<file path="config.mk">
export PLATFORM = sky130hd
export DESIGN_NAME = wb_arbiter_flat
export DESIGN_NICKNAME = d
export VERILOG_FILES = /design/src/rtl/wb_arbiter_pkg.sv /design/src/rtl/wb_arbiter_if.sv /design/src/rtl/wb_arbiter_rr_pick.sv /design/src/rtl/wb_arbiter.sv /design/src/flat_wrapper.sv
export SDC_FILE = /design/constraint.sdc
export NUM_CORES = 1
export LEC_CHECK = 0
export ABC_AREA = 1
export BUFFER_PORTS_ARGS = -buffer_cell sky130_fd_sc_hd__buf_2
export CAP_MARGIN = 10
export CORE_AREA = 2 2 169 171
export CTS_CLUSTER_SIZE = 12
export DETAILED_ROUTE_END_ITERATION = 12
export DIE_AREA = 0 0 171 173
export SYNTH_ARGS = -nofsm -noshare
export SYNTH_HDL_FRONTEND = slang
export SYNTH_SLANG_ARGS = --single-unit
export TNS_END_PERCENT = 50
</file>
<file path="constraint.sdc">
create_clock -name clk_i -period 1.8 [get_ports clk_i]
set_input_delay 0 -clock clk_i [delete_from_list [all_inputs] [get_ports clk_i]]
set_output_delay 0 -clock clk_i [all_outputs]
set_load 0.01 [all_outputs]
</file>
<file path="src/rtl/wb_arbiter_pkg.sv">
// Shared Wishbone widths, FSM state encodings and state type for the round-robin arbiter.
// The optional grant timeout is enabled by defining WB_ARB_TIMEOUT_EN.
`ifndef WB_DEF_V
`define WB_DEF_V
`define WB_AW 32
`define WB_DW 32
`define WB_SELW 4
`define WB_ARB_ST_IDLE 1'b0
`define WB_ARB_ST_GRANT 1'b1
`endif

package wb_arbiter_pkg;

    localparam int AW   = `WB_AW;
    localparam int DW   = `WB_DW;
    localparam int SELW = `WB_SELW;

    typedef enum logic {
        ST_IDLE  = `WB_ARB_ST_IDLE,
        ST_GRANT = `WB_ARB_ST_GRANT
    } arbState_t;

endpackage

</file>
<file path="src/rtl/wb_arbiter_if.sv">
// Bundle of master-side and slave-side Wishbone signals around the arbiter.
// The arbiter uses the slave modport; whatever drives the masters and models the slave uses master.
interface wb_arbiter_if #(
    parameter int NM = 4
);
    import wb_arbiter_pkg::*;

    logic [NM-1:0]      m_cyc_i;
    logic [NM-1:0]      m_stb_i;
    logic [NM-1:0]      m_we_i;
    logic [NM*AW-1:0]   m_addr_i;
    logic [NM*SELW-1:0] m_sel_i;
    logic [NM*DW-1:0]   m_data_i;
    logic [NM-1:0]      m_ack_o;
    logic [NM-1:0]      m_err_o;
    logic [DW-1:0]      m_data_o;
    logic               s_cyc_o;
    logic               s_stb_o;
    logic               s_we_o;
    logic [AW-1:0]      s_addr_o;
    logic [SELW-1:0]    s_sel_o;
    logic [DW-1:0]      s_data_o;
    logic               s_ack_i;
    logic [DW-1:0]      s_data_i;
    logic [NM-1:0]      gnt_o;

    modport slave (
        input  m_cyc_i, m_stb_i, m_we_i, m_addr_i, m_sel_i, m_data_i, s_ack_i, s_data_i,
        output m_ack_o, m_err_o, m_data_o, s_cyc_o, s_stb_o, s_we_o, s_addr_o, s_sel_o,
               s_data_o, gnt_o
    );

    modport master (
        output m_cyc_i, m_stb_i, m_we_i, m_addr_i, m_sel_i, m_data_i, s_ack_i, s_data_i,
        input  m_ack_o, m_err_o, m_data_o, s_cyc_o, s_stb_o, s_we_o, s_addr_o, s_sel_o,
               s_data_o, gnt_o
    );

endinterface

</file>
<file path="src/rtl/wb_arbiter_rr_pick.sv">
// Combinational round-robin picker: first set request bit scanning last+1, last+2, ... modulo NM.
module wb_rr_pick #(
    parameter int NM = 4
) (
    input  logic [NM-1:0]         i_req,
    input  logic [$clog2(NM)-1:0] i_last,
    output logic [NM-1:0]         o_gnt,
    output logic [$clog2(NM)-1:0] o_idx
);
    localparam int IW = $clog2(NM);

    logic [IW-1:0] w_cand;
    logic          w_found;

    always_comb begin
        o_gnt   = '0;
        o_idx   = '0;
        w_found = 1'b0;
        w_cand  = '0;
        for (int k = 0; k < NM; k++) begin
            w_cand = IW'((int'(i_last) + 1 + k) % NM);
            if (!w_found && i_req[w_cand]) begin
                w_found       = 1'b1;
                o_gnt[w_cand] = 1'b1;
                o_idx         = w_cand;
            end
        end
    end

endmodule

</file>
<file path="src/rtl/wb_arbiter.sv">
// Round-robin Wishbone arbiter: NM masters share one slave, one grant per master bus cycle.
// Defining WB_ARB_TIMEOUT_EN revokes a grant after TO_CYCLES unacknowledged strobe cycles.
module wb_arbiter
    import wb_arbiter_pkg::*;
#(
    parameter int NM        = 4,
    parameter int TO_CYCLES = 16
) (
    input logic        clk_i,
    input logic        rst_i,
    wb_arbiter_if.slave bus
);
    localparam int IW = $clog2(NM);

    arbState_t     r_state;
    logic [NM-1:0] r_gnt;
    logic [IW-1:0] r_last;

    logic [NM-1:0] w_pickGnt;
    logic [IW-1:0] w_pickIdx;
    logic          w_inGrant;
    logic          w_gCyc;

    wb_rr_pick #(.NM(NM)) u_pick (
        .i_req  (bus.m_cyc_i),
        .i_last (r_last),
        .o_gnt  (w_pickGnt),
        .o_idx  (w_pickIdx)
    );

    assign w_inGrant    = (r_state == ST_GRANT);
    assign w_gCyc       = |(bus.m_cyc_i & r_gnt);
    assign bus.gnt_o    = r_gnt;
    assign bus.m_data_o = bus.s_data_i;

    // Everything on the slave side reads as zero unless some master holds the grant.
    always_comb begin
        bus.s_cyc_o  = 1'b0;
        bus.s_stb_o  = 1'b0;
        bus.s_we_o   = 1'b0;
        bus.s_addr_o = '0;
        bus.s_sel_o  = '0;
        bus.s_data_o = '0;
        bus.m_ack_o  = '0;
        for (int i = 0; i < NM; i++) begin
            if (w_inGrant && r_gnt[i]) begin
                bus.s_cyc_o   = bus.m_cyc_i[i];
                bus.s_stb_o   = bus.m_stb_i[i];
                bus.s_we_o    = bus.m_we_i[i];
                bus.s_addr_o  = bus.m_addr_i[i*AW +: AW];
                bus.s_sel_o   = bus.m_sel_i[i*SELW +: SELW];
                bus.s_data_o  = bus.m_data_i[i*DW +: DW];
                bus.m_ack_o[i] = bus.s_ack_i & bus.m_cyc_i[i] & bus.m_stb_i[i];
            end
        end
    end

`ifdef WB_ARB_TIMEOUT_EN
    localparam int CW = $clog2(TO_CYCLES) + 1;

    logic [CW-1:0] r_toCnt;
    logic [NM-1:0] r_err;

    assign bus.m_err_o = r_err;
`else
    assign bus.m_err_o = '0;

    // The timeout length only matters when the feature is built in.
    if (TO_CYCLES < 2) begin : g_toCyclesIgnored
    end
`endif

    always_ff @(posedge clk_i or posedge rst_i) begin
        if (rst_i) begin
            r_state <= ST_IDLE;
            r_gnt   <= '0;
            r_last  <= IW'(NM - 1);
`ifdef WB_ARB_TIMEOUT_EN
            r_toCnt <= '0;
            r_err   <= '0;
`endif
        end else begin
`ifdef WB_ARB_TIMEOUT_EN
            r_err <= '0;
`endif
            case (r_state)
                ST_IDLE: begin
                    if (|bus.m_cyc_i) begin
                        r_gnt   <= w_pickGnt;
                        r_last  <= w_pickIdx;
                        r_state <= ST_GRANT;
                    end
                end
                ST_GRANT: begin
                    if (!w_gCyc) begin
                        r_state <= ST_IDLE;
                        r_gnt   <= '0;
`ifdef WB_ARB_TIMEOUT_EN
                        r_toCnt <= '0;
`endif
                    end
`ifdef WB_ARB_TIMEOUT_EN
                    // r_last already holds the stalled master, so it drops to lowest priority.
                    else if (bus.s_stb_o && !bus.s_ack_i) begin
                        if (r_toCnt == CW'(TO_CYCLES - 1)) begin
                            r_err   <= r_gnt;
                            r_state <= ST_IDLE;
                            r_gnt   <= '0;
                            r_toCnt <= '0;
                        end else begin
                            r_toCnt <= r_toCnt + CW'(1);
                        end
                    end else if (bus.s_ack_i) begin
                        r_toCnt <= '0;
                    end
`endif
                end
                default: begin
                    r_state <= ST_IDLE;
                    r_gnt   <= '0;
                end
            endcase
        end
    end

endmodule

</file>
<file path="src/flat_wrapper.sv">
// flat-port wrapper written by rule: the top's interface ports become plain ports
module wb_arbiter_flat import wb_arbiter_pkg::*;
#(
    parameter int NM        = 4,
    parameter int TO_CYCLES = 16
)
  (clk_i, rst_i, bus_m_cyc_i, bus_m_stb_i, bus_m_we_i, bus_m_addr_i, bus_m_sel_i, bus_m_data_i, bus_s_ack_i, bus_s_data_i, bus_m_ack_o, bus_m_err_o, bus_m_data_o, bus_s_cyc_o, bus_s_stb_o, bus_s_we_o, bus_s_addr_o, bus_s_sel_o, bus_s_data_o, bus_gnt_o);
  wb_arbiter_if #(.NM(NM)) bus_i ();
  input logic clk_i;
  input logic rst_i;
  input wire logic [$bits(bus_i.m_cyc_i)-1:0] bus_m_cyc_i;
  input wire logic [$bits(bus_i.m_stb_i)-1:0] bus_m_stb_i;
  input wire logic [$bits(bus_i.m_we_i)-1:0] bus_m_we_i;
  input wire logic [$bits(bus_i.m_addr_i)-1:0] bus_m_addr_i;
  input wire logic [$bits(bus_i.m_sel_i)-1:0] bus_m_sel_i;
  input wire logic [$bits(bus_i.m_data_i)-1:0] bus_m_data_i;
  input wire logic [$bits(bus_i.s_ack_i)-1:0] bus_s_ack_i;
  input wire logic [$bits(bus_i.s_data_i)-1:0] bus_s_data_i;
  output wire logic [$bits(bus_i.m_ack_o)-1:0] bus_m_ack_o;
  output wire logic [$bits(bus_i.m_err_o)-1:0] bus_m_err_o;
  output wire logic [$bits(bus_i.m_data_o)-1:0] bus_m_data_o;
  output wire logic [$bits(bus_i.s_cyc_o)-1:0] bus_s_cyc_o;
  output wire logic [$bits(bus_i.s_stb_o)-1:0] bus_s_stb_o;
  output wire logic [$bits(bus_i.s_we_o)-1:0] bus_s_we_o;
  output wire logic [$bits(bus_i.s_addr_o)-1:0] bus_s_addr_o;
  output wire logic [$bits(bus_i.s_sel_o)-1:0] bus_s_sel_o;
  output wire logic [$bits(bus_i.s_data_o)-1:0] bus_s_data_o;
  output wire logic [$bits(bus_i.gnt_o)-1:0] bus_gnt_o;
  assign bus_i.m_cyc_i = bus_m_cyc_i;
  assign bus_i.m_stb_i = bus_m_stb_i;
  assign bus_i.m_we_i = bus_m_we_i;
  assign bus_i.m_addr_i = bus_m_addr_i;
  assign bus_i.m_sel_i = bus_m_sel_i;
  assign bus_i.m_data_i = bus_m_data_i;
  assign bus_i.s_ack_i = bus_s_ack_i;
  assign bus_i.s_data_i = bus_s_data_i;
  assign bus_m_ack_o = bus_i.m_ack_o;
  assign bus_m_err_o = bus_i.m_err_o;
  assign bus_m_data_o = bus_i.m_data_o;
  assign bus_s_cyc_o = bus_i.s_cyc_o;
  assign bus_s_stb_o = bus_i.s_stb_o;
  assign bus_s_we_o = bus_i.s_we_o;
  assign bus_s_addr_o = bus_i.s_addr_o;
  assign bus_s_sel_o = bus_i.s_sel_o;
  assign bus_s_data_o = bus_i.s_data_o;
  assign bus_gnt_o = bus_i.gnt_o;
  wb_arbiter #(.NM(NM), .TO_CYCLES(TO_CYCLES)) u_core (.clk_i(clk_i), .rst_i(rst_i), .bus(bus_i));
endmodule
</file>
; ---- Word level (Yosys, flattened, before mapping)
; Index checks and enable logic that the tools add are counted.
[word_totals]
latchBits = 0
mem_bits_rw = 0
input_bits = 319
wordCells = 109
rom_bits = 0
ff_bits = 7
n_memories = 0
[op_classes]
mux = 61
magnitude_cmp = 8
multipliers = 0
add_sub_neg = 4
n_reduce_logical = 18
shift = 0
div_mod_pow = 0
eq_ne = 2
bitwise = 13
[op_table]
columns = op, count
row1 = $mux W32, 8
row2 = $mux W4, 10
row3 = $mux W1, 29
row4 = $lt A2 B3 Y1 const B, 4
row5 = $or A4 B4 Y4, 3
row6 = $logic_and A1 B1 Y1, 11
row7 = $and A1 B1 Y1, 8
row8 = $bmux W1 S2, 4
row9 = $demux W1 S2, 4
row10 = $ge A2 B1 Y1 const B, 4
row11 = $mux W2, 4
row12 = $pmux W4 S2, 1
row13 = $reduce_or A4 Y1, 2
row14 = $add A2 B2 Y2 const B, 3
row15 = $and A4 B4 Y4, 1
row16 = $reduce_and A2 Y1, 2
row17 = $logic_not A1 Y1, 3
row18 = $add A2 B1 Y2 const B, 1
row19 = $ne A2 B1 Y1 const B, 1
row20 = $ne A2 B2 Y1 const B, 1
row21 = $pmux W1 S2, 1
row22 = $not A1 Y1, 1

; ---- Logic depth before layout (Yosys ltp)
; Gate-level depths: netlist (run 1).
[depth]
word_depth = 15
depth_mapped = 13
mapped_depth_nobuf = 12

; ---- By module
; From an unflattened synthesis (run 1), not the netlist that was laid out.
[hier_totals]
hier_cells = 856
hier_area_um2 = 4082.7
[by_module_without_submodules]
columns = mod, seq_area_each_um2, n_inst, cells_per_inst, area_each_um2
row1 = wb_arbiter, 177.7, 1, 781, 3629.7
row2 = wb_rr_pick, 0.0, 1, 75, 452.9

; ---- Worst setup path after synthesis (run 1)
; OpenSTA, ideal clock, no wires.
[synth_path]
path_kind = flip-flop to flip-flop
from = register u_core.r_last[0]
to = register u_core.r_gnt[3] (netlist: u_core.bus.gnt_o[3])
path_stages_with_launch = 12
arrival_ps = 1767
slack_ps = -84
path_buffers = 1
setup_ps = 117
period_less_slack_ps = 1884
path_cell_list = dfstp_2 -> inv_2 -> ha_1 -> inv_1 -> nand3_4 -> nand2_4 -> nor2_4 -> buf_6 -> nand3_1 -> nand3_1 -> nand2_1 -> nand2_1
[synth_via]
elab_chain_len = 15
[synth_rtl]
columns = item, line_no
row1 = "start, declared", wb_arbiter.sv:17  ; logic [IW-1:0] r_last;
row2 = "start signal, assigned", wb_arbiter.sv:77  ; r_last <= IW'(NM - 1);
row3 = "start signal, assigned", wb_arbiter.sv:90  ; r_last <= w_pickIdx;
row4 = $add A2 B1 Y2 (*), wb_arbiter_rr_pick.sv:21  ; w_cand = IW'((int'(i_last) + 1 + k) % NM);
row5 = "parallel branches: the longest is 11 deep, another holds $lt A2 B3 Y1", n/a
row6 = $mux W4 (*), wb_arbiter_rr_pick.sv:22  ; if (!w_found && i_req[w_cand]) begin
row7 = $mux W4 (*), wb_arbiter.sv:88  ; if (|bus.m_cyc_i) begin
row8 = $pmux W4 S2 (*), wb_arbiter.sv:86  ; case (r_state)
row9 = "end signal, assigned", wb_arbiter.sv:89  ; r_gnt <= w_pickGnt;
row10 = "end, declared", wb_arbiter.sv:16  ; logic [NM-1:0] r_gnt;
; Mark *: on every way between the ends. The select of a mux whose other input is x is not followed.
; A chain may end at the register's enable or synchronous reset.

; ---- Final worst setup path (run 1)
; Same ends and word-level chain as after synthesis.

==> results of run 1 <==
==> stage by stage <==
step / setup TNS (ps) / power, uW
5_1_grt: -395.1 / 8137
2_1_floorplan: 0 / 4079
6_report: 0 / 7512
3_3_place_gp: 0 / 6179
3_5_place_dp: 0 / 6221
4_1_cts: 0 / 6638
==> flip-flops by register name, indices dropped and copies added, names as in the netlist <==
register,cells
u_core.r_last,2
u_core.r_state,1
u_core.bus.gnt_o,4
==> final cells by class <==
| cell class | count | area share (%) |
|---|---|---|
| inverters | 18 | 1.325 |
| well taps | 378 | 7.823 |
| multi-input cells | 535 | 45.55 |
| clock buffers | 4 | 1.304 |
| flip-flops and latches | 7 | 3.063 |
| repair buffers | 408 | 40.94 |
==> synthesized netlist by cell type, drive strengths merged <==
master,n
o21ai,4
o211ai,69
ha,6
a211oi,1
o31ai,1
dfstp,2
a31oi,1
conb,1
buf,67
nand2,258
nand3,164
a21boi,1
nor2,11
a21oi,10
clkbuf,23
nor4,1
inv,18
dfrtp,5
nor3,3
==> worst max-delay path, stage by stage (launching register included) <==
cell and delay (ps):
dfstp_2 560, inv_4 60, ha_4 290, inv_2 60
nand3_4 90, nand2_4 80, nor2_2 240, a21oi_1 110
nand3_1 90, nand2_1 50, nand2_1 50
==> kinds of logic (layout without fill, tap and decap cells) <==
family,Yosys count,count (layout),share of synthesized area (%)
other,1,4,0.1101
DFF,7,7,5.217
AOI/OAI and AO/OA,87,87,18.11
buffers and inverters,108,430,17.27
and+or+nand+nor,437,438,57.09
adders and majority gates,6,6,2.204
==> layer usage <==
layer,track usage [%],vias up
met5,0,-
met4,2.578,2
met3,2.014,36
met2,21.40,334
met1,13.08,2593
li1,-,2823
==> worst max-delay path by stage <==
stage	end	cells after the start	slack, ps	start
2_1_floorplan	u_core.bus.gnt_o[0]$_DFFE_PP0P_	11	50	u_core.r_last[0]$_DFFE_PP1P_
3_3_place_gp	u_core.r_last[0]$_DFFE_PP1P_	10	50	u_core.r_last[1]$_DFFE_PP1P_
3_5_place_dp	u_core.r_last[0]$_DFFE_PP1P_	10	30	u_core.r_last[1]$_DFFE_PP1P_
4_1_cts	u_core.r_last[0]$_DFFE_PP1P_	10	0.6	u_core.r_last[1]$_DFFE_PP1P_
5_1_grt	u_core.bus.gnt_o[0]$_DFFE_PP0P_	10	-70	u_core.r_last[0]$_DFFE_PP1P_
6_report	u_core.bus.gnt_o[3]$_DFFE_PP0P_	10	40	u_core.r_last[0]$_DFFE_PP1P_
==> repair_timing <==
action | 4_1_cts | 5_1_grt
setup endpoints to repair | 0 | 33
resized for setup | 0 | 29
setup buffers | 0 | 8
hold buffers | 1 | 0
endpoints found under the hold margin | 7 | 0
==> power groups by stage <==
stage / registers (uW) / clock network (uW) / logic (uW)
floorplan: 312 / 0 / 3770
global placement: 363 / 0 / 5820
detailed placement: 367 / 0 / 5850
CTS: 364 / 390 / 5880
global route: 368 / 396 / 7370
finish: 358 / 387 / 6770
==> results.sh, run 1 <==
export IMPL_routedWlPerCell_um=15.87
export IMPL_grt_max_degree=65
export IMPL_clk_path_buf_depth=2
export IMPL_whs_endpoint="bus_m_data_o[13]"
export IMPL_power_leakage_uw=0.003403
export IMPL_pwr_share_seq_pct=4.8
export IMPL_hold_path_class="input pin to primary output"
export IMPL_final_cell_mix="buf_2, nand2_1, nand3_1"
export IMPL_synth_area_leader_cell="nand2_1"
export IMPL_grt_pass1_vias=5101
export IMPL_viasPerCell=4.287
export IMPL_final_common_cell="buf_2"
export IMPL_setup_violations=0
export IMPL_slew_violations=0
export IMPL_pwr_share_comb_pct=90.1
export IMPL_r2r_start="u_core.r_last[0]$_DFFE_PP1P_"
export IMPL_syn_inst=646
export IMPL_nNetsFinal=1298
export IMPL_fin_util_pct=21.88
export IMPL_cts_clk_slew_worst_paths_ps=40
export IMPL_die_y_um=173
export IMPL_postPlaceCellArea_sq_mm=0.005504
export IMPL_rsz0062_at_grt="yes"
export IMPL_hp_start="bus_s_data_i[13]"
export IMPL_drv_cap=0
export IMPL_design_area_sq_mm=0.006046
export IMPL_dp_cells=1326
export IMPL_fin_crit_ps=1763
export IMPL_highest_layer="met5"
export IMPL_ys_seq_area_share_pct=5.217
export IMPL_antenna_found_initial=1
export IMPL_setup_ws_ps=36.68
export IMPL_gp_congestion=0.8744
export IMPL_die_width_um=171
export IMPL_min_delay_path_depth=0
export IMPL_die_area_sq_mm=0.02958
export IMPL_place_ws_ps=28.94
export IMPL_regArea_sq_um=185.2
export IMPL_p_sw_share_pct=56.07
export IMPL_path_max_fanout=5
export IMPL_area_growth_pct=77.52
export IMPL_crit_required_ps=1970
export IMPL_drt_iter0_markers=341
export IMPL_ys_seq_elements=7
export IMPL_holdWs_ps=0.003930
export IMPL_synth_area_per_cell_sq_um=5.272
export IMPL_met3RoutedLength_um=1817
export IMPL_timing_rr_end="u_core.bus.gnt_o[3]$_DFFE_PP0P_"
export IMPL_internal_power_uw=3300
export IMPL_end_kind="register"
export IMPL_start_util_pct=12.33
export IMPL_dr_pass1_iters=5
export IMPL_cts_made_buffers=3
export IMPL_ios=434
export IMPL_finalWirelength_um=21430
export IMPL_drive_gt1_share_pct=46.60
export IMPL_hold_violations=0
export IMPL_synth_top_cells_by_area="nand2_1, nand3_1, o211ai_1"
export IMPL_power_clock_fraction_pct=5.2
export IMPL_tritoncts="built"
export IMPL_grt_pass1_wl_um=26950
export IMPL_status="finished, final reports clean"
export IMPL_root_buffer="clkbuf_16"
export IMPL_final_fill_count=3175
export IMPL_synthDistinctLibCells=30
export IMPL_clock_skew_ps=1.054
export IMPL_place_hpwl_um=14930
export IMPL_n_antenna_cell=0
export IMPL_syn_cell_area_sq_mm=0.003406
export IMPL_critPathArrivalTime_ps=1930
export IMPL_yosys_warnings=0
export IMPL_num_rows=61
export IMPL_met2_length_um=10750
export IMPL_ir_worst_vdd_uv=525.7
export IMPL_port_buffers=365
export IMPL_multiInputGateArea_sq_mm=0.002754
export IMPL_wl_met1_um=8437
export IMPL_crit_type="register to register"
export IMPL_htree_levels=1
export IMPL_antenna_left=0
export IMPL_track_usage_pct=11.35
export IMPL_fmax_ghz=0.5671
export IMPL_synth_top_area_share_pct=27.33
export IMPL_fin_cells=1350
export IMPL_clk_latency_ps=230
export IMPL_drc=0
export IMPL_p_sw_uw=4212
export IMPL_period_share_pct=97.96
export IMPL_cts_num_sinks=7
export IMPL_coreArea_sq_mm=0.02763
export IMPL_cp_start_kind="register"
export IMPL_p_per_area_mw_per_mm2=1242
export IMPL_reg2regPathDepth=10
export IMPL_grt_overflow=0
export IMPL_num_vias=5788
export IMPL_regToRegSetupSlack_ps=40
Power figures use the tool's default switching activity.
==> run 2: changes to the inputs <==
==> constraint.sdc (replaced) <==
create_clock -name clk_i -period 1.5 [get_ports clk_i]
set_input_delay 0 -clock clk_i [delete_from_list [all_inputs] [get_ports clk_i]]
set_output_delay 0 -clock clk_i [all_outputs]
set_load 0.01 [all_outputs]
==> results.sh, run 2 (synthesis results as in run 1) <==
export IMPL_ios=434
export IMPL_drc=0
export IMPL_multiInputGateArea_sq_mm=0.002933
export IMPL_cts_num_sinks=7
export IMPL_design_area_sq_mm=0.007007
export IMPL_start_util_pct=12.33
export IMPL_status="complete, but fails checks"
export IMPL_fmax_ghz=0.5537
export IMPL_largest_reg_flops=4
export IMPL_finalWirelength_um=23390
export IMPL_routedWlPerCell_um=16.59
export IMPL_drt_iter0_markers=360
export IMPL_rsz0062_at_grt="yes"
export IMPL_reg2regPathDepth=11
export IMPL_path_cells="buf_6 > nand2_8 > buf_6 > buf_16 > buf_6 > nand3_1 > o211ai_1 > nand2_1 > buf_6"
export IMPL_crit_required_ps=1500
export IMPL_htree_levels=1
export IMPL_busiest_layer="met2"
export IMPL_fin_crit_ps=1806
export IMPL_cpPeakStageDelay_ps=490
export IMPL_met2_usage_pct=23.79
export IMPL_track_usage_pct=13.26
export IMPL_use_met1_pct=15.40
export IMPL_hold_violations=0
export IMPL_tritoncts="built"
export IMPL_n_antenna_cell=0
export IMPL_setup_ws_ps=-306.0
export IMPL_tns_ps=-15460
export IMPL_timing_rr_end="u_core.r_last[0]$_DFFE_PP1P_"
export IMPL_area_growth_pct=105.7
export IMPL_cts_clk_slew_worst_paths_ps=40
export IMPL_crit_type="register to primary output"
export IMPL_slew_violations=0
export IMPL_ir_worst_vdd_uv=695.9
export IMPL_grt_pass1_wl_um=30510
export IMPL_num_vias=6112
export IMPL_port_buffers=365
export IMPL_final_cell_mix="buf_2, nand2_1, nand3_1"
export IMPL_antenna_found_initial=1
export IMPL_crit_slowest_cell="dfrtp_4"
export IMPL_grt_overflow=0
export IMPL_num_rows=61
export IMPL_die_y_um=173
export IMPL_power_leakage_uw=0.003992
export IMPL_final_fill_count=3138
export IMPL_die_area_sq_mm=0.02958
export IMPL_failed_checks="setup timing"
export IMPL_drive_gt1_share_pct=53.00
export IMPL_drv_cap=0
export IMPL_whs_endpoint="bus_m_data_o[20]"
export IMPL_clk_path_buf_depth=2
export IMPL_cp_startpoint="u_core.r_state$_DFF_PP0_"
export IMPL_holdWs_ps=0.004435
export IMPL_antenna_left=0
export IMPL_cp_start_kind="register"
export IMPL_place_ws_ps=-333.1
export IMPL_nNetsFinal=1358
export IMPL_regToRegSetupSlack_ps=-290
export IMPL_root_buffer="clkbuf_16"
export IMPL_hold_path_class="input pin to primary output"
export IMPL_end_kind="primary output"
export IMPL_r2r_start="u_core.r_last[0]$_DFFE_PP1P_"
export IMPL_hp_start="bus_s_data_i[20]"
export IMPL_clock_skew_ps=0.9455
export IMPL_fin_util_pct=25.36
export IMPL_critPathArrivalTime_ps=1810
export IMPL_postPlaceCellArea_sq_mm=0.005907
export IMPL_gp_congestion=0.8967
export IMPL_grt_max_degree=41
export IMPL_regArea_sq_um=183.9
export IMPL_crit_top_cell="buf_6"
export IMPL_use_met3_pct=2.312
export IMPL_die_width_um=171
export IMPL_dr_pass1_iters=4
export IMPL_clk_latency_ps=230
export IMPL_viasPerCell=4.335
export IMPL_coreArea_sq_mm=0.02763
export IMPL_period_share_pct=120.4
export IMPL_grt_pass1_vias=5472
export IMPL_final_common_cell="buf_2"
export IMPL_min_delay_path_depth=0
export IMPL_cts_made_buffers=3
export IMPL_setup_violations=77
export IMPL_p_per_area_mw_per_mm2=1531
export IMPL_place_hpwl_um=16690
export IMPL_path_max_fanout=8
==> run 2: how the worst max path moves through the flow <==
stage	end
floorplan	u_core.bus.gnt_o[0]$_DFFE_PP0P_
global placement	u_core.r_last[0]$_DFFE_PP1P_
detailed placement	u_core.r_last[0]$_DFFE_PP1P_
CTS	u_core.r_last[0]$_DFFE_PP1P_
global route	bus_s_addr_o[14]
finish	bus_s_addr_o[14]
==> run 2: metrics by stage <==
step                std cells  total power, uW
floorplan                 649             4946
global placement         1366             8394
detailed placement       1366             8422
CTS                      1387             9805
global route             1410            11540
finish                   1410            10730
==> run 2: what timing repair did <==
action                                  CTS  global route
hold buffers                              1             0
resized for setup                        41            57
pin swaps                                14            50
setup buffers                             7            16
endpoints found under the setup margin   79            79
endpoints found under the hold margin     7             0
cloned                                    9             7
==> run 2: routing by layer <==
metal	share of wire [%]	vias to the layer above
met1	40	2771
met4	4.4	2
met5	0.056	-
li1	-	2946
met3	8.8	42
met2	47	351
==> run 2: layout make-up <==
cell class	instances	share of cell area, %
multi-input cells	535	41.86
flip-flops and latches	7	2.625
well taps	378	6.750
clock buffers	4	1.125
repair buffers	468	46.50
inverters	18	1.143
==> run 2: critical path: cells and delay by family (launching register included) <==
kind,cells,cell delay (ps)
buffers and inverters,5,640
and+or+nand+nor,3,300
AOI/OAI and AO/OA,1,130
DFF,1,490
==> run 2: power by group <==
group	leakage [uW]	internal [uW]	switching [uW]
combinational	0.00387	4470	5380
clock	0.0000382	354	100
sequential	0.0000820	300	127
total	0.00399	5120	5600
